$ cat src/rtl/fir_pkg.sv
// Shared types and constants for the time-multiplexed FIR decimator.
package fir_pkg;

    typedef enum logic [1:0] {
        IDLE = 2'd0,
        MAC  = 2'd1,
        DONE = 2'd2
    } fir_state_t;

    localparam int NUM_DEFAULT_COEF = 16;

    // Symmetric Hamming-windowed low-pass; coefficients sum to 30348.
    localparam int DEFAULT_COEF [NUM_DEFAULT_COEF] = '{
        173, 288, 548, 1001, 1691, 2633, 3787, 5053,
        5053, 3787, 2633, 1691, 1001, 548, 288, 173
    };

    function automatic int clog2(input int v);
        int r;
        r = 0;
        while ((1 << r) < v) r = r + 1;
        return r;
    endfunction

    function automatic int acc_w(input int data_w, input int coef_w, input int taps);
        return data_w + coef_w + clog2(taps);
    endfunction

endpackage

$ cat src/rtl/fir_delay_ram.sv
// Per-channel circular sample history for the FIR MAC.
// Latency: one-cycle registered read; write lands on the clock edge.
// Backpressure: none, both ports are always available.
module fir_delay_ram #(
    parameter int NUM_CH = 1,
    parameter int TAPS   = 16,
    parameter int DATA_W = 16,
    parameter int CH_W   = 1,
    parameter int ADDR_W = 4
) (
    input  logic                     clk,
    input  logic                     rst,
    input  logic                     wr_en,
    input  logic [CH_W-1:0]          wr_ch,
    input  logic [ADDR_W-1:0]        wr_ptr,
    input  logic signed [DATA_W-1:0] wr_data,
    input  logic [CH_W-1:0]          rd_ch,
    input  logic [ADDR_W-1:0]        rd_addr,
    output logic signed [DATA_W-1:0] rd_data
);

    logic signed [DATA_W-1:0] mem [NUM_CH][TAPS];

    always_ff @(posedge clk or negedge rst) begin
        if (!rst) begin
            for (int c = 0; c < NUM_CH; c++) begin
                for (int t = 0; t < TAPS; t++) begin
                    mem[c][t] <= '0;
                end
            end
            rd_data <= '0;
        end else begin
            if (wr_en) mem[wr_ch][wr_ptr] <= wr_data;
            rd_data <= mem[rd_ch][rd_addr];
        end
    end

endmodule

$ cat src/rtl/fir_mac_decim.sv
// Multi-channel serial-MAC FIR low-pass decimator with run-time coefficients.
// Latency: TAPS+2 cycles from the triggering accept to the out_valid strobe.
// Backpressure: in_ready low while a computation runs; output is never stalled.
module fir_mac_decim
    import fir_pkg::*;
#(
    parameter int TAPS      = 16,
    parameter int NUM_CH    = 1,
    parameter int DATA_W    = 16,
    parameter int COEF_W    = 16,
    parameter int DECIM     = 1,
    parameter int OUT_SHIFT = 17,
    localparam int CH_W     = (clog2(NUM_CH) > 0) ? clog2(NUM_CH) : 1,
    localparam int ADDR_W   = clog2(TAPS)
) (
    input  logic                     clk,
    input  logic                     rst,
    input  logic                     in_valid,
    output logic                     in_ready,
    input  logic [CH_W-1:0]          in_ch,
    input  logic signed [DATA_W-1:0] in_data,
    input  logic                     coef_we,
    input  logic [ADDR_W-1:0]        coef_addr,
    input  logic signed [COEF_W-1:0] coef_data,
    output logic                     out_valid,
    output logic [CH_W-1:0]          out_ch,
    output logic signed [DATA_W-1:0] out_data,
    output logic                     out_sat
);

    localparam int ACC_W  = acc_w(DATA_W, COEF_W, TAPS);
    localparam int PROD_W = DATA_W + COEF_W;
    localparam int TAP_W  = clog2(TAPS + 1);
    localparam int PH_W   = (clog2(DECIM) > 0) ? clog2(DECIM) : 1;

    localparam logic signed [ACC_W:0] RND_K  = (ACC_W + 1)'(1) << (OUT_SHIFT - 1);
    localparam logic signed [ACC_W:0] SAT_HI = {{(ACC_W + 2 - DATA_W){1'b0}}, {(DATA_W - 1){1'b1}}};
    localparam logic signed [ACC_W:0] SAT_LO = {{(ACC_W + 2 - DATA_W){1'b1}}, {(DATA_W - 1){1'b0}}};

    fir_state_t state_q, state_d;

    logic [ADDR_W-1:0]        wr_ptr_q [NUM_CH];
    logic [PH_W-1:0]          ph_q     [NUM_CH];
    logic signed [COEF_W-1:0] coef_q   [TAPS];
    logic [ADDR_W-1:0]        base_q;
    logic [CH_W-1:0]          mac_ch_q;
    logic [TAP_W-1:0]         tap_q;
    logic signed [ACC_W-1:0]  acc_q;

    logic                     idle, accept, ch_ok, wr_en, trig;
    logic [ADDR_W-1:0]        rd_addr, coef_idx;
    logic signed [DATA_W-1:0] rd_data;
    logic signed [PROD_W-1:0] prod;
    logic signed [ACC_W-1:0]  acc_next;
    logic signed [ACC_W:0]    rnd, shifted;
    logic signed [DATA_W-1:0] sat_data;
    logic                     sat_flag;

    assign idle     = (state_q == IDLE);
    assign in_ready = idle;
    assign accept   = in_valid && idle;
    // Out-of-range channel tags complete the handshake but touch nothing.
    assign ch_ok    = int'(in_ch) < NUM_CH;
    assign wr_en    = accept && ch_ok;
    assign trig     = wr_en && (ph_q[in_ch] == PH_W'(DECIM - 1));

    fir_delay_ram #(
        .NUM_CH (NUM_CH),
        .TAPS   (TAPS),
        .DATA_W (DATA_W),
        .CH_W   (CH_W),
        .ADDR_W (ADDR_W)
    ) u_ram (
        .clk     (clk),
        .rst     (rst),
        .wr_en   (wr_en),
        .wr_ch   (in_ch),
        .wr_ptr  (wr_ptr_q[in_ch]),
        .wr_data (in_data),
        .rd_ch   (mac_ch_q),
        .rd_addr (rd_addr),
        .rd_data (rd_data)
    );

    // Read runs one tap ahead of the multiply: tap k reads x[n-k], product uses coef[k] a cycle later.
    always_comb begin
        if (TAP_W'(base_q) >= tap_q) rd_addr = ADDR_W'(TAP_W'(base_q) - tap_q);
        else                         rd_addr = ADDR_W'(TAP_W'(base_q) + (TAP_W'(TAPS) - tap_q));
        coef_idx = (tap_q == '0) ? '0 : ADDR_W'(tap_q - TAP_W'(1));
    end

    always_comb begin
        prod     = PROD_W'(rd_data) * PROD_W'(coef_q[coef_idx]);
        acc_next = acc_q + ACC_W'(prod);
        rnd      = (ACC_W + 1)'(acc_next) + RND_K;
        shifted  = rnd >>> OUT_SHIFT;
        sat_flag = 1'b0;
        sat_data = shifted[DATA_W-1:0];
        if (shifted > SAT_HI) begin
            sat_data = {1'b0, {(DATA_W - 1){1'b1}}};
            sat_flag = 1'b1;
        end else if (shifted < SAT_LO) begin
            sat_data = {1'b1, {(DATA_W - 1){1'b0}}};
            sat_flag = 1'b1;
        end
    end

    always_comb begin
        state_d   = state_q;
        out_valid = 1'b0;
        case (state_q)
            IDLE:    if (trig) state_d = MAC;
            MAC:     if (tap_q == TAP_W'(TAPS)) state_d = DONE;
            DONE: begin
                out_valid = 1'b1;
                state_d   = IDLE;
            end
            default: state_d = IDLE;
        endcase
    end

    always_ff @(posedge clk or negedge rst) begin
        if (!rst) state_q <= IDLE;
        else      state_q <= state_d;
    end

    always_ff @(posedge clk or negedge rst) begin
        if (!rst) begin
            for (int c = 0; c < NUM_CH; c++) begin
                wr_ptr_q[c] <= '0;
                ph_q[c]     <= '0;
            end
            for (int k = 0; k < TAPS; k++) begin
                if (k < NUM_DEFAULT_COEF) coef_q[k] <= COEF_W'(DEFAULT_COEF[k]);
                else                      coef_q[k] <= '0;
            end
            base_q   <= '0;
            mac_ch_q <= '0;
            tap_q    <= '0;
            acc_q    <= '0;
            out_ch   <= '0;
            out_data <= '0;
            out_sat  <= 1'b0;
        end else begin
            if (coef_we && idle && (int'(coef_addr) < TAPS)) coef_q[coef_addr] <= coef_data;
            if (wr_en) begin
                wr_ptr_q[in_ch] <= (wr_ptr_q[in_ch] == ADDR_W'(TAPS - 1)) ? '0 : wr_ptr_q[in_ch] + ADDR_W'(1);
                ph_q[in_ch]     <= trig ? '0 : ph_q[in_ch] + PH_W'(1);
            end
            if (trig) begin
                base_q   <= wr_ptr_q[in_ch];
                mac_ch_q <= in_ch;
                tap_q    <= '0;
                acc_q    <= '0;
            end
            if (state_q == MAC) begin
                tap_q <= tap_q + TAP_W'(1);
                if (tap_q != '0) acc_q <= acc_next;
                // The last product folds straight into the output register so it is ready in DONE.
                if (tap_q == TAP_W'(TAPS)) begin
                    out_ch   <= mac_ch_q;
                    out_data <= sat_data;
                    out_sat  <= sat_flag;
                end
            end
        end
    end

endmodule
$ cat config.mk
export PLATFORM = sky130hd
export DESIGN_NAME = fir_mac_decim
export DESIGN_NICKNAME = d
export VERILOG_FILES = /design/src/rtl/fir_pkg.sv /design/src/rtl/fir_delay_ram.sv /design/src/rtl/fir_mac_decim.sv
export SDC_FILE = /design/constraint.sdc
export NUM_CORES = 2
export LEC_CHECK = 0
export ABC_AREA = 1
export CORE_MARGIN = 10
export CORE_UTILIZATION = 30
export CTS_BUF_LIST = sky130_fd_sc_hd__clkbuf_8
export DETAILED_ROUTE_END_ITERATION = 8
export GPL_ROUTABILITY_DRIVEN = 1
export MAX_ROUTING_LAYER = met4
export PLACE_DENSITY = 0.4
export SYNTH_ARGS = -nofsm -noshare
export SYNTH_HDL_FRONTEND = slang
export SYNTH_SLANG_ARGS = --single-unit
$ cat constraint.sdc
create_clock -name clk -period 12.22 [get_ports clk]
set_input_delay 1.833 -clock clk [delete_from_list [all_inputs] [get_ports clk]]
set_output_delay 1.833 -clock clk [all_outputs]
set_load 0.02 [all_outputs]
Yosys cells after proc, flatten, opt, wreduce, memory -nomap -nowiden
Cells that the tools add are included.
Word-level totals
  register bits after elaboration: 599
  word-level logic and storage cells: 127
  input bits: 41
  output and inout bits: 20
Operators by class
  multiplexer cells: 37
  reduce and logical (&&, ||, !) cells: 13
  $lt $le $gt $ge: 13
  bitwise logic cells: 5
  equality and inequality tests: 6
  multipliers: 1
  add/subtract/negate cells: 9
Operator list (count)
  256-bit bitwise mux: 2
  256-bit two-way mux: 2
  16-bit binary-select mux with 4-bit select: 2
  16-bit demux with 4-bit select: 2
  16-bit two-way mux: 8
  36-bit two-way mux: 3
  36-bit by 18-bit adder with 37-bit output, second input constant: 1
  36-bit by 32-bit adder with 36-bit output: 1
  16-bit by 16-bit multiplier with 32-bit output: 1
  5-bit >= comparator, second input constant: 4
  20-bit by 16-bit greater-than comparator with 1-bit output, second input constant: 1
  20-bit by 16-bit < comparator with 1-bit output, second input constant: 1
  4-bit two-way mux: 5
  4-bit inverter with 5-bit output: 4
  5-bit by 1-bit < comparator with 1-bit output, second input constant: 2
  5-bit two-way mux: 2
  1-bit logical AND: 7
  1-bit two-way mux: 6
  5-bit by 1-bit adder with 5-bit output, second input constant: 1
  5-bit == test, second input constant: 1
  4-bit by 5-bit >= comparator with 1-bit output: 1
  5-bit zero test: 1
  5-bit nonzero test: 1
  4-bit by 1-bit adder with 4-bit output, second input constant: 1
  19 further kinds: 24

Longest topological paths before layout
  depth after elaboration: 12
  depth in mapped cells: 56
  depth with buffers taken out: 47

Modules after synthesis
A second synthesis with hierarchy kept.
Second synthesis, totals
  cells, all modules: 5068
  area total of the unflattened synthesis: 40637.7 um2
By module, submodules not included
  fir_mac_decim: instances 1, cells an instance 3398, area an instance 27981.8 um2, sequential area each 8298.0 um2
  fir_delay_ram: instances 1, cells an instance 1670, area an instance 12655.9 um2, sequential area each 6806.5 um2

Least setup slack after synthesis
OpenSTA, ideal clock, no wires.
  kind: register to register
  from: register tap_q[0]
  to: register out_data[10]
  arrival: 8.945 ns
  stages on the path, launching flop included: 48
  clock period less this slack: 9.062 ns
  buffers on the path: 8
  slack: 3.158 ns
  data required time: 12.103 ns
  cells stage by stage: dfrtp_1 > inv_1 > buf_2 > clkbuf_1 > buf_1 > ha_1 > nand4_2 > nand2_1 > buf_4 > buf_2 > buf_2 > mux2_2 > o211ai_1 > o311ai_0 > nand2_1 > buf_2 > nor2_1 > fa_1 > [12 not listed] > nand2_1 > inv_1 > nand2_1 > nand2_1 > xor2_2 > ha_1 > nand3_1 > nor3_2 > nand3_1 > nand2_1 > nand2_2 > nor2_2 > nand3_2 > nand2_4 > buf_8 > nand2_1 > nand2_1 > nand2_1
Between the ends
  longest elaborated chain between the ends: 12
Ends and longest elaborated chain
  start: declaration: line fir_mac_decim.sv:47  | logic [TAP_W-1:0] tap_q;
  start signal: assignment: line fir_mac_decim.sv:157  | tap_q <= tap_q + TAP_W'(1);
  4-bit by 1-bit subtractor with 4-bit output or 5-bit zero test (tied branches): line fir_mac_decim.sv:89  | coef_idx = (tap_q == '0) ? '0 : ADDR_W'(tap_q - TAP_W'(1));
  4-bit two-way mux: line fir_mac_decim.sv:89
  4-bit inverter with 5-bit output (not written as such): line fir_mac_decim.sv:93  | prod = PROD_W'(rd_data) * PROD_W'(coef_q[coef_idx]);
  16-bit binary-select mux with 4-bit select: line fir_mac_decim.sv:93
  16-bit two-way mux (not written as such) (2 in a row): line fir_mac_decim.sv:93
  16-bit by 16-bit multiplier with 32-bit output: line fir_mac_decim.sv:93
  36-bit by 32-bit adder with 36-bit output: line fir_mac_decim.sv:94  | acc_next = acc_q + ACC_W'(prod);
  36-bit by 18-bit adder with 37-bit output: line fir_mac_decim.sv:95  | rnd = (ACC_W + 1)'(acc_next) + RND_K;
  20-bit by 16-bit < comparator with 1-bit output: line fir_mac_decim.sv:102  | end else if (shifted < SAT_LO) begin
  16-bit two-way mux: line fir_mac_decim.sv:102
  16-bit two-way mux: line fir_mac_decim.sv:99  | if (shifted > SAT_HI) begin
  end signal: assignment: line fir_mac_decim.sv:162  | out_data <= sat_data;
  end: declaration: line fir_mac_decim.sv:27  | output logic signed [DATA_W-1:0] out_data,
Parallel ways exist; a longest one is shown, timed or not. The select of a mux whose other input is x is not followed.
A chain may end at the register's enable or synchronous reset.

Worst setup path after layout
  from: register tap_q[1]
  to: register out_data[4]
The elaborated chain is that of the path after synthesis.

==> run_results.csv <==
group,metric,value,unit
sta,fmax,93.0,MHz
critical_path,cp.required,12920,ps
critical_path,cp_common_cell,"nand2_1",
sta,finalHoldViolations,0,
die,core.rowCount,133,
detailed_routing,drc,0,
global_route,grtUsageMet2,0.271,
sta,rsz0062_at_grt,"false",
global_route,grt_overflow,0,
yosys,synth_flop_cell,"dfrtp_1",
clock_network,htreeDepth,3,
detailed_routing,drt_iter0_markers,2056,
finish,layout_common_cells,"nand2_1, inv_1, o21ai_0, dfrtp_1, nor2_1",
clock_network,cts_tree,"yes",
die,die_x,383,um
worst_hold_path,hp-class,"flop to flop",
global_route,use_met3,0.0327,
detailed_routing,post_drt_wl_per_cell,19.4,um
critical_path,cp.arrival,11450,ps
critical_path,crit_path_start_kind,"flop",
global_route,top_usage_layer,"met2",
yosys,synth_area_leader_cell,"dfrtp_1",
yosys,yosysWarnings,0,
critical_path,max_stage_delay,820,ps
yosys,synth-edff-count,0,
clock_network,cts_sinks,599,
yosys,synth_top_area_frac,0.320,
clock_network,post_cts_resized,0,
sta,setup_viol,0,
clock_network,clk_pin_slew_worst_paths,70,ps
sta,max_slew_margin,0.243,
die,initial_utilization,0.302,
flow_run,maxCapViolations,0,
sta,setup_ws,1470,ps
critical_path,cp_slowest_cell,"o311ai_0",
outcome,status,"finished clean",
detailed_routing,finalWirelength,127000,um
die,core_area,0.131,mm^2
global_route,grt_max_degree,166,
place,dp_hpwl,86100,um
yosys,postSynthCellCount,4711,
clock_network,holdBufCountCts,0,
yosys,synth-seq-area-share,0.381,
yosys,synthTopCellsByArea,"dfrtp_1, fa_1, nand2_1",
yosys,syn-cell-area,0.0396,mm^2
global_route,grt_usage,0.179,
detailed_routing,viasPerCell,4.80,
yosys,synth_nets,5185,
yosys,synth.avg_cell_area,8.41,um^2
critical_path,criticalPathCategory,"flop to flop",
clock_network,clk_latency,820,ps
global_route,use_met1,0.247,
place,placed_area,0.0420,mm^2
detailed_routing,drt_pre_antenna_iters,6,
place,place_congestion,0.859,
global_route,antenna_found_initial,1,
finish,layout_commonest_cell,"nand2_1",
clock_network,cts_buffers,114,
yosys,ys_async_sr_fraction,1.00,
global_route,grt_pass1_wl,200000,um
sta,drv_slew,0,
yosys,ys_seq_elements,599,
detailed_routing,vias,31353,
sta,fin_worst_skew,38.6,ps
sta,setup-tns-final,0,ps
die,dieHeight,383,um
critical_path,end_kind,"flop",
clock_network,clockRootBuffer,"clkbuf_8",
die,io_pins,61,
place,numPortBuffers,60,
finish,drive_above_1_share,0.0981,
place,post-place-ws,1410,ps
global_route,first_global_vias,32498,
finish,final_cell_area,0.0445,mm^2
finish,nets,5155,
sta,worst_pin_slew,1130,ps
critical_path,path_max_fanout,49,
finish,syn_to_final_growth,12.2,%
die,dieArea,0.147,mm^2
detailed_routing,ant_nets,0,
sta,fin_crit_sh,0.880,
clock_network,post-cts-setup-buffers,0,
sta,period_minus_slack,10750,ps
clock_network,clockBufferDepth,3,
yosys,synth_cell_types,50,
==> worst max-delay path, delay by kind of cell (launching register included) <==
family	cells	cell delay (ps)
AND/OR/NAND/NOR	23	4610
adder cells (fa/ha/maj)	8	3540
buffers and inverters	7	1140
AO/OA/AOI/OAI	2	930
flip-flops	1	390
==> cell usage after synthesis (30+ instances only) <==
cell      number
a221oi_1      60
clkbuf_1     219
dfrtp_1      507
dfstp_2       92
fa_1         316
ha_1         117
inv_1        597
mux2_2        46
nand2_1     1113
nand3_1      175
nor2_1       447
o211ai_1      30
o21ai_0      621
o311ai_0      30
o32ai_1       64
==> registers in the layout, summed over array words and instances, names as in the netlist <==
signal,cells
acc_q,36
base_q,4
coef_q,256
mac_ch_q,1
out_ch,1
out_data,16
out_sat,1
ph_q,1
state_q,2
tap_q,5
u_ram.mem,256
u_ram.rd_data,16
wr_ptr_q,4
==> per-stage QoR <==
stage	utilization	hold WS, ps	std cells
6_report	0.339	471	6538
5_1_grt	0.339	500	6538
4_1_cts	0.339	479	6537
3_5_place_dp	0.320	458	6320
3_3_place_gp	0.320	454	6320
2_1_floorplan	-	436	4711
==> per-layer routing <==
layer  vias to the layer above  routed length [um]
li1                      14994                   -
met1                     15532               62000
met2                       649               55900
met3                       178                6190
met4                         0                2740
met5                         -                   0
==> layout make-up <==
type / instances / area [um^2]
fillers: 13941 / 86800
flip-flops and latches: 599 / 15100
diodes: 1 / 2.50
clock buffers: 143 / 1970
repair buffers: 129 / 1150
multi-input cells: 3214 / 21200
well taps: 1755 / 2200
clock inverters: 74 / 518
inverters: 623 / 2340
==> cell families after synthesis <==
group | share of synthesized area
compound gates | 0.125
buf+inv | 0.0867
xor+xnor | 0.00723
fa+ha+maj | 0.197
flops | 0.381
simple gates | 0.190
mux | 0.0131
==> worst paths after layout <==
path / start / to / slack [ps] / depth (start not counted)
max reg2reg: tap_q[1]$_DFFE_PN0P_ / out_data[4]$_DFFE_PN0P_ / 1470 / 40
min in group asynchronous: rst / u_ram.mem[215]$_DFFE_PN0P_ / 990 / 1
max in group asynchronous: rst / out_data[4]$_DFFE_PN0P_ / 8970 / 3
min reg2reg: mac_ch_q$_DFFE_PN0P_ / mac_ch_q$_DFFE_PN0P_ / 470 / 2
min: mac_ch_q$_DFFE_PN0P_ / mac_ch_q$_DFFE_PN0P_ / 470 / 2
max: tap_q[1]$_DFFE_PN0P_ / out_data[4]$_DFFE_PN0P_ / 1470 / 40
Power is left out: the tool's default activity adds up to more than one toggle a clock period on the data nets, which glitch-free logic cannot reach.
